==> src/rtl/spart_rx_core.sv <==
// SPART receive channel: oversampled async serial receiver with runtime baud divisor
// and a show-ahead receive FIFO. Define SPART_RX_PARITY_EN to build the parity bit support.
module spart_rx_core #(
  parameter int DATA_BITS  = 8,
  parameter int FIFO_DEPTH = 4,
  parameter int OVERSAMPLE = 16
) (
  input  logic                          clk,
  input  logic                          rst,
  input  logic                          rxd,
  input  logic [15:0]                   baud_div,
  input  logic [1:0]                    parity_mode,
  input  logic                          rd_en,
  output logic [DATA_BITS-1:0]          rx_data,
  output logic                          frame_err,
  output logic                          parity_err,
  output logic                          rda,
  output logic [$clog2(FIFO_DEPTH):0]   fifo_count,
  output logic                          overrun
);

  localparam int AW = $clog2(FIFO_DEPTH);
  localparam int CW = AW + 1;
  localparam int TW = $clog2(OVERSAMPLE);
`ifdef SPART_RX_PARITY_EN
  localparam int EW = DATA_BITS + 2;
`else
  localparam int EW = DATA_BITS + 1;
`endif
  localparam logic [TW-1:0] HALF_LAST = TW'(OVERSAMPLE / 2 - 1);
  localparam logic [TW-1:0] FULL_LAST = TW'(OVERSAMPLE - 1);
  localparam logic [3:0]    BITS_LAST = 4'(DATA_BITS - 1);

  typedef enum logic [2:0] {
    IDLE   = 3'd0,
    START  = 3'd1,
    DATA   = 3'd2,
`ifdef SPART_RX_PARITY_EN
    PARITY = 3'd3,
`endif
    STOP   = 3'd4
  } state_t;

  function automatic logic parity_of(input logic [DATA_BITS-1:0] d);
    return ^d;
  endfunction

  state_t                state_r, state_n;
  logic                  sync1_r, sync2_r, rxd_d_r;
  logic                  rxd_s, fall_s;
  logic [15:0]           cnt_r;
  logic                  tick_s;
  logic [TW-1:0]         tcnt_r;
  logic                  samp_s;
  logic [3:0]            bcnt_r;
  logic [DATA_BITS-1:0]  shift_r;
  logic                  data_smp_s, stop_smp_s;
  logic                  push_r;
  logic [EW-1:0]         entry_r;
  logic [EW-1:0]         mem_r [FIFO_DEPTH];
  logic [AW-1:0]         wptr_r, rptr_r;
  logic [CW-1:0]         count_r;
  logic                  overrun_r;
  logic                  pop_s, full_s, wr_s, drop_s;
  logic [EW-1:0]         head_s;
`ifdef SPART_RX_PARITY_EN
  logic                  par_smp_s, par_en_s, odd_s, perr_r;
  assign par_en_s = (parity_mode == 2'b01) || (parity_mode == 2'b10);
  assign odd_s    = (parity_mode == 2'b10);
`else
  logic                  unused_parity_s;
  assign unused_parity_s = ^parity_mode;
`endif

  assign rxd_s  = sync2_r;
  assign fall_s = rxd_d_r & ~sync2_r;
  assign tick_s = (state_r != IDLE) && (cnt_r == 16'd0);
  assign samp_s = tick_s && (tcnt_r == ((state_r == START) ? HALF_LAST : FULL_LAST));

  // rxd synchroniser plus one delay stage for start-edge detection; idle level is 1
  always_ff @(posedge clk or negedge rst) begin
    if (!rst) begin
      sync1_r <= 1'b1;
      sync2_r <= 1'b1;
      rxd_d_r <= 1'b1;
    end else begin
      sync1_r <= rxd;
      sync2_r <= sync1_r;
      rxd_d_r <= sync2_r;
    end
  end

  // FSM state register
  always_ff @(posedge clk or negedge rst) begin
    if (!rst) begin
      state_r <= IDLE;
    end else begin
      state_r <= state_n;
    end
  end

  // FSM next state and sample strobes
  always_comb begin
    state_n    = state_r;
    data_smp_s = 1'b0;
    stop_smp_s = 1'b0;
`ifdef SPART_RX_PARITY_EN
    par_smp_s  = 1'b0;
`endif
    case (state_r)
      IDLE: begin
        if (fall_s) state_n = START;
        else        state_n = IDLE;
      end
      START: begin
        if (samp_s) begin
          if (rxd_s) state_n = IDLE;
          else       state_n = DATA;
        end else begin
          state_n = START;
        end
      end
      DATA: begin
        if (samp_s) begin
          data_smp_s = 1'b1;
          if (bcnt_r == BITS_LAST) begin
`ifdef SPART_RX_PARITY_EN
            if (par_en_s) state_n = PARITY;
            else          state_n = STOP;
`else
            state_n = STOP;
`endif
          end else begin
            state_n = DATA;
          end
        end else begin
          state_n = DATA;
        end
      end
`ifdef SPART_RX_PARITY_EN
      PARITY: begin
        if (samp_s) begin
          par_smp_s = 1'b1;
          state_n   = STOP;
        end else begin
          state_n = PARITY;
        end
      end
`endif
      STOP: begin
        if (samp_s) begin
          stop_smp_s = 1'b1;
          state_n    = IDLE;
        end else begin
          state_n = STOP;
        end
      end
      default: state_n = IDLE;
    endcase
  end

  // Baud tick divider and per-bit tick counter; divider is held at baud_div while idle
  always_ff @(posedge clk or negedge rst) begin
    if (!rst) begin
      cnt_r  <= 16'd0;
      tcnt_r <= {TW{1'b0}};
    end else begin
      if (state_r == IDLE || cnt_r == 16'd0) cnt_r <= baud_div;
      else                                   cnt_r <= cnt_r - 16'd1;
      if (state_r == IDLE || samp_s) tcnt_r <= {TW{1'b0}};
      else if (tick_s)               tcnt_r <= tcnt_r + TW'(1);
    end
  end

  // Character assembly; the entry is pushed on the cycle after the stop sample
  always_ff @(posedge clk or negedge rst) begin
    if (!rst) begin
      bcnt_r  <= 4'd0;
      shift_r <= {DATA_BITS{1'b0}};
      push_r  <= 1'b0;
      entry_r <= {EW{1'b0}};
`ifdef SPART_RX_PARITY_EN
      perr_r  <= 1'b0;
`endif
    end else begin
      if (state_r != DATA)  bcnt_r <= 4'd0;
      else if (data_smp_s)  bcnt_r <= bcnt_r + 4'd1;
      if (data_smp_s) shift_r <= {rxd_s, shift_r[DATA_BITS-1:1]};
      push_r <= stop_smp_s;
`ifdef SPART_RX_PARITY_EN
      if (state_r == START) perr_r <= 1'b0;
      else if (par_smp_s)   perr_r <= ((parity_of(shift_r) ^ rxd_s) != odd_s);
      if (stop_smp_s) entry_r <= {perr_r, ~rxd_s, shift_r};
`else
      if (stop_smp_s) entry_r <= {~rxd_s, shift_r};
`endif
    end
  end

  assign pop_s  = rd_en && (count_r != {CW{1'b0}});
  assign full_s = (count_r == CW'(FIFO_DEPTH));
  assign wr_s   = push_r && (!full_s || pop_s);
  assign drop_s = push_r && full_s && !pop_s;

  // Receive FIFO storage, pointers, occupancy and sticky overrun (set wins over clear)
  always_ff @(posedge clk or negedge rst) begin
    if (!rst) begin
      for (int i = 0; i < FIFO_DEPTH; i++) mem_r[i] <= {EW{1'b0}};
      wptr_r    <= {AW{1'b0}};
      rptr_r    <= {AW{1'b0}};
      count_r   <= {CW{1'b0}};
      overrun_r <= 1'b0;
    end else begin
      if (wr_s) begin
        mem_r[wptr_r] <= entry_r;
        wptr_r        <= wptr_r + AW'(1);
      end
      if (pop_s) rptr_r <= rptr_r + AW'(1);
      case ({wr_s, pop_s})
        2'b10:   count_r <= count_r + CW'(1);
        2'b01:   count_r <= count_r - CW'(1);
        default: count_r <= count_r;
      endcase
      if (drop_s)     overrun_r <= 1'b1;
      else if (pop_s) overrun_r <= 1'b0;
    end
  end

  assign head_s     = mem_r[rptr_r];
  assign rda        = (count_r != {CW{1'b0}});
  assign rx_data    = rda ? head_s[DATA_BITS-1:0] : {DATA_BITS{1'b0}};
  assign frame_err  = rda & head_s[DATA_BITS];
`ifdef SPART_RX_PARITY_EN
  assign parity_err = rda & head_s[DATA_BITS+1];
`else
  assign parity_err = 1'b0;
`endif
  assign fifo_count = count_r;
  assign overrun    = overrun_r;

endmodule
==> config.mk <==
export PLATFORM = sky130hd
export DESIGN_NAME = spart_rx_core
export DESIGN_NICKNAME = d
export VERILOG_FILES = /design/src/rtl/spart_rx_core.sv
export SDC_FILE = /design/constraint.sdc
export NUM_CORES = 1
export LEC_CHECK = 0
export ABC_CLOCK_PERIOD_IN_PS = 2090
export CAP_MARGIN = 10
export CORE_ASPECT_RATIO = 0.9
export CORE_MARGIN = 2
export CORE_UTILIZATION = 52
export CTS_CLUSTER_SIZE = 8
export DETAILED_ROUTE_END_ITERATION = 8
export PLACE_DENSITY = 0.84
export SLEW_MARGIN = 15
export SYNTH_ARGS = -nofsm -noshare
export SYNTH_HDL_FRONTEND = slang
export SYNTH_SLANG_ARGS = --single-unit
==> constraint.sdc <==
create_clock -name clk -period 2.09 [get_ports clk]
set_input_delay 0.418 -clock clk [delete_from_list [all_inputs] [get_ports clk]]
set_output_delay 0.418 -clock clk [all_outputs]
set_load 0.03 [all_outputs]
==> flow_metrics.py <==
metrics = {
    "cts": {
        "clockBufferDepth": 2,
        "cts_tree": "yes",
        "cts_root_buf": "clkbuf_8",
        "postCtsHoldBufs": 0,
        "clk_latency_ns": 0.37,
        "clk_pin_slew_ns": 0.11,
        "htreeDepth": 3,
        "numCtsBuffers": 9,
        "clock-sinks": 92,
    },
    "finish": {
        "layout_commonest_cell": "dfrtp_1",
        "nets": 445,
        "antenna_cells": 0,
        "final_cell_mix": "dfrtp_1, mux2_2, buf_4, nand2_1, clkdlybuf4s50_1",
        "n_fill_cell": 586,
        "syn_to_final_growth_pct": 26.0,
        "drive_gt1_share_pct": 42.5,
        "final_area_mm2": 0.00554,
    },
    "grt": {
        "grt_start_max_net_pins": 46,
        "antenna_found_initial": 0,
        "grt_pass1_vias": 3048,
        "grt_usage_pct": 19.2,
        "grt_pass1_wl_mm": 14.0,
        "overflow": 0,
    },
    "drt": {
        "vias": 2929,
        "routed_wl_mm": 8.31,
        "postRouteAntennaNets": 0,
        "drtIter0Drc": 65,
        "route.detailed.wl_per_inst_um": 16.0,
        "drt_pass1_iterations": 4,
        "drc_errors": 0,
        "viasPerCell": 5.65,
    },
    "yosys": {
        "synth-main-ff-cell": "dfrtp_1",
        "synthArstFlopShare_pct": 100,
        "ys_seq_area_share_pct": 52.4,
        "synth_fp_nets": 370,
        "synth_edf_count": 0,
        "yosysUniqueCellTypes": 49,
        "yosys_warnings": 0,
        "syn_area_per_cell_um2": 13.0,
        "ys_ff_latch": 92,
        "synthesis.area_mm2": 0.00440,
        "netlist_instances": 339,
    },
    "sta": {
        "setup_viol": 19,
        "grt_setup_unrepaired": "yes",
        "tightest_slew_ns": 0.648,
        "fin_skew_ns": 0.0213,
        "hold_violations": 0,
        "max_slew_margin_pct": 56.4,
        "finalCritPeriodShare_pct": 105,
        "period_minus_slack_ns": 2.19,
        "slew_violations": 0,
        "layout_setup_ws_ns": -0.101,
        "fmax_mhz": 456,
        "hold_slack_ns": 0.0502,
    },
    "worst_setup_path": {
        "critPathLaunchType": "flip-flop",
        "cp.arrival_ns": 2.45,
        "path_max_fanout": 8,
        "critPathKind": "flip-flop to flip-flop",
        "cp-end-kind": "flip-flop",
        "required_ns": 2.35,
    },
    "floorplan": {
        "die_area_mm2": 0.00921,
        "io_pins": 37,
        "die_h_um": 91.3,
        "coreArea_mm2": 0.00815,
        "initial_core_util_pct": 54.0,
        "rows": 31,
        "die_w_um": 101,
    },
    "power": {
        "powerDensity_mw_per_mm2": 887,
        "ir_drop_v": 0.000627,
        "total_leakage_power_uw": 0.00258,
    },
    "placement": {
        "placed_area_mm2": 0.00521,
        "finalWeightedCongestion": 0.924,
        "place_hpwl_mm": 5.87,
        "portBuffers": 33,
    },
    "outcome": {
        "status": "finished, violations left",
        "violations": "negative setup slack",
    },
    "flow_run": {
        "cap_violations": 0,
    },
    "worst_hold_path": {
        "hp-class": "input port to asynchronous set/reset pin",
    },
}
-- where the power goes --
group	switching, µW	total, µW	internal (µW)	leakage, µW
logic	705	1490	789	0.00126
clock network	696	1170	474	0.000101
registers	251	2250	2000	0.00122
-- worst max-delay path, cell delays in order (launching register included) --
cell and delay, ns:
dfrtp_1 0.39, or4b_4 0.55, a2111o_1 0.49, nor3_4 0.18, buf_12 0.15, mux2_2 0.32
-- layout make-up --
type | count | area [µm²] | area share (%)
sequential | 92 | 2310 | 41.6
tap | 99 | 124 | 2.23
multi-input combinational | 223 | 2100 | 37.9
clock inverter | 7 | 73.8 | 1.33
inverter | 13 | 48.8 | 0.880
clock buffer | 9 | 124 | 2.23
timing repair buffer | 75 | 764 | 13.8
-- through the flow --
step           std cells  setup TNS, ns  power [µW]  utilization (%)  worst slack (ns)
6_report             518         -0.966        4920             68.0            -0.101
5_1_grt              518          -2.28        5200             68.0            -0.172
4_1_cts              516          -1.22        4900             67.3            -0.108
3_5_place_dp         496          -2.64        3700             63.9            -0.191
3_3_place_gp         496          -1.50        3630             63.9            -0.148
2_1_floorplan        339          -1.04        3130                -            -0.128
-- repair_timing --
| item | 4_1_cts | 5_1_grt |
|---|---|---|
| endpoints found under the setup margin | 31 | 36 |
| gates cloned | 0 | 1 |
| resized for setup | 78 | 16 |
| pin swaps | 10 | 2 |
| buffers inserted | 4 | 1 |
-- Yosys cell counts (all sizes together) (2+ instances only) --
| master | instances | area [µm²] |
|---|---|---|
| dfrtp | 89 | 2230 |
| mux2 | 67 | 754 |
| nand2 | 22 | 82.6 |
| xnor2 | 14 | 123 |
| and2 | 13 | 82.6 |
| inv | 13 | 48.8 |
| mux4 | 9 | 203 |
| ha | 8 | 100 |
| nor2 | 8 | 30.0 |
| nor3 | 8 | 62.6 |
| nor4 | 7 | 58.8 |
| o21ai | 7 | 35.0 |
| buf | 6 | 36.3 |
| clkbuf | 6 | 22.5 |
| mux2i | 6 | 60.1 |
| nand4 | 6 | 37.5 |
| or3 | 6 | 38.8 |
| a21oi | 5 | 25.0 |
| xor2 | 5 | 43.8 |
| nand3 | 4 | 20.0 |
| dfstp | 3 | 78.8 |
| nand4b | 3 | 26.3 |
| a31oi | 2 | 12.5 |
| nand2b | 2 | 12.5 |
| nor2b | 2 | 12.5 |
| o31ai | 2 | 15.0 |
| o32ai | 2 | 17.5 |
-- sequential cells by signal, indices dropped and copies added (netlist names) --
signal and cells:
mem_r 36, state_r 3, wptr_r 2, rptr_r 2, tcnt_r 4, rxd_s 1
rxd_d_r 1, fifo_count 3, overrun 1, bcnt_r 4, entry_r 9, sync1_r 1
shift_r 8, push_r 1, cnt_r 16
-- final timing paths --
kind / start / to / slack, ns / cells after the start
worst max-delay path: state_r[2]$_DFF_PN0_ / shift_r[4]$_DFFE_PN0P_ / -0.10 / 5
worst min-delay path: rst / mem_r[33]$_DFFE_PN0P_ / 0.05 / 1
worst max register to register: state_r[2]$_DFF_PN0_ / shift_r[4]$_DFFE_PN0P_ / -0.10 / 5
worst min register to register: sync1_r$_DFF_PN1_ / rxd_s$_DFF_PN1_ / 0.36 / 0
max in group asynchronous: rst / state_r[1]$_DFF_PN0_ / 1.45 / 2
min in group clk: sync1_r$_DFF_PN1_ / rxd_s$_DFF_PN1_ / 0.36 / 0
-- logic make-up (layout without fill, tap and decap cells) --
logic type,Yosys count,in the layout,synth area share (%)
flip-flops,92,92,52.4
XOR/XNOR,19,19,3.78
AO/OA/AOI/OAI,23,23,3.50
other,1,1,0.0852
buffers and inverters,25,104,2.45
AND/OR/NAND/NOR,88,89,11.9
adder cells (fa/ha/maj),9,9,2.73
multiplexers,82,82,23.1
-- metal layers --
metal | vias to the layer above | GRT usage, % | part of all wire, %
met5 | - | 0 | 0
met4 | 0 | 4.28 | 0.64
li1 | 1372 | - | -
met2 | 66 | 33.8 | 54
met1 | 1485 | 23.7 | 42
met3 | 6 | 5.08 | 3.9
Power figures use the tool's default switching activity.
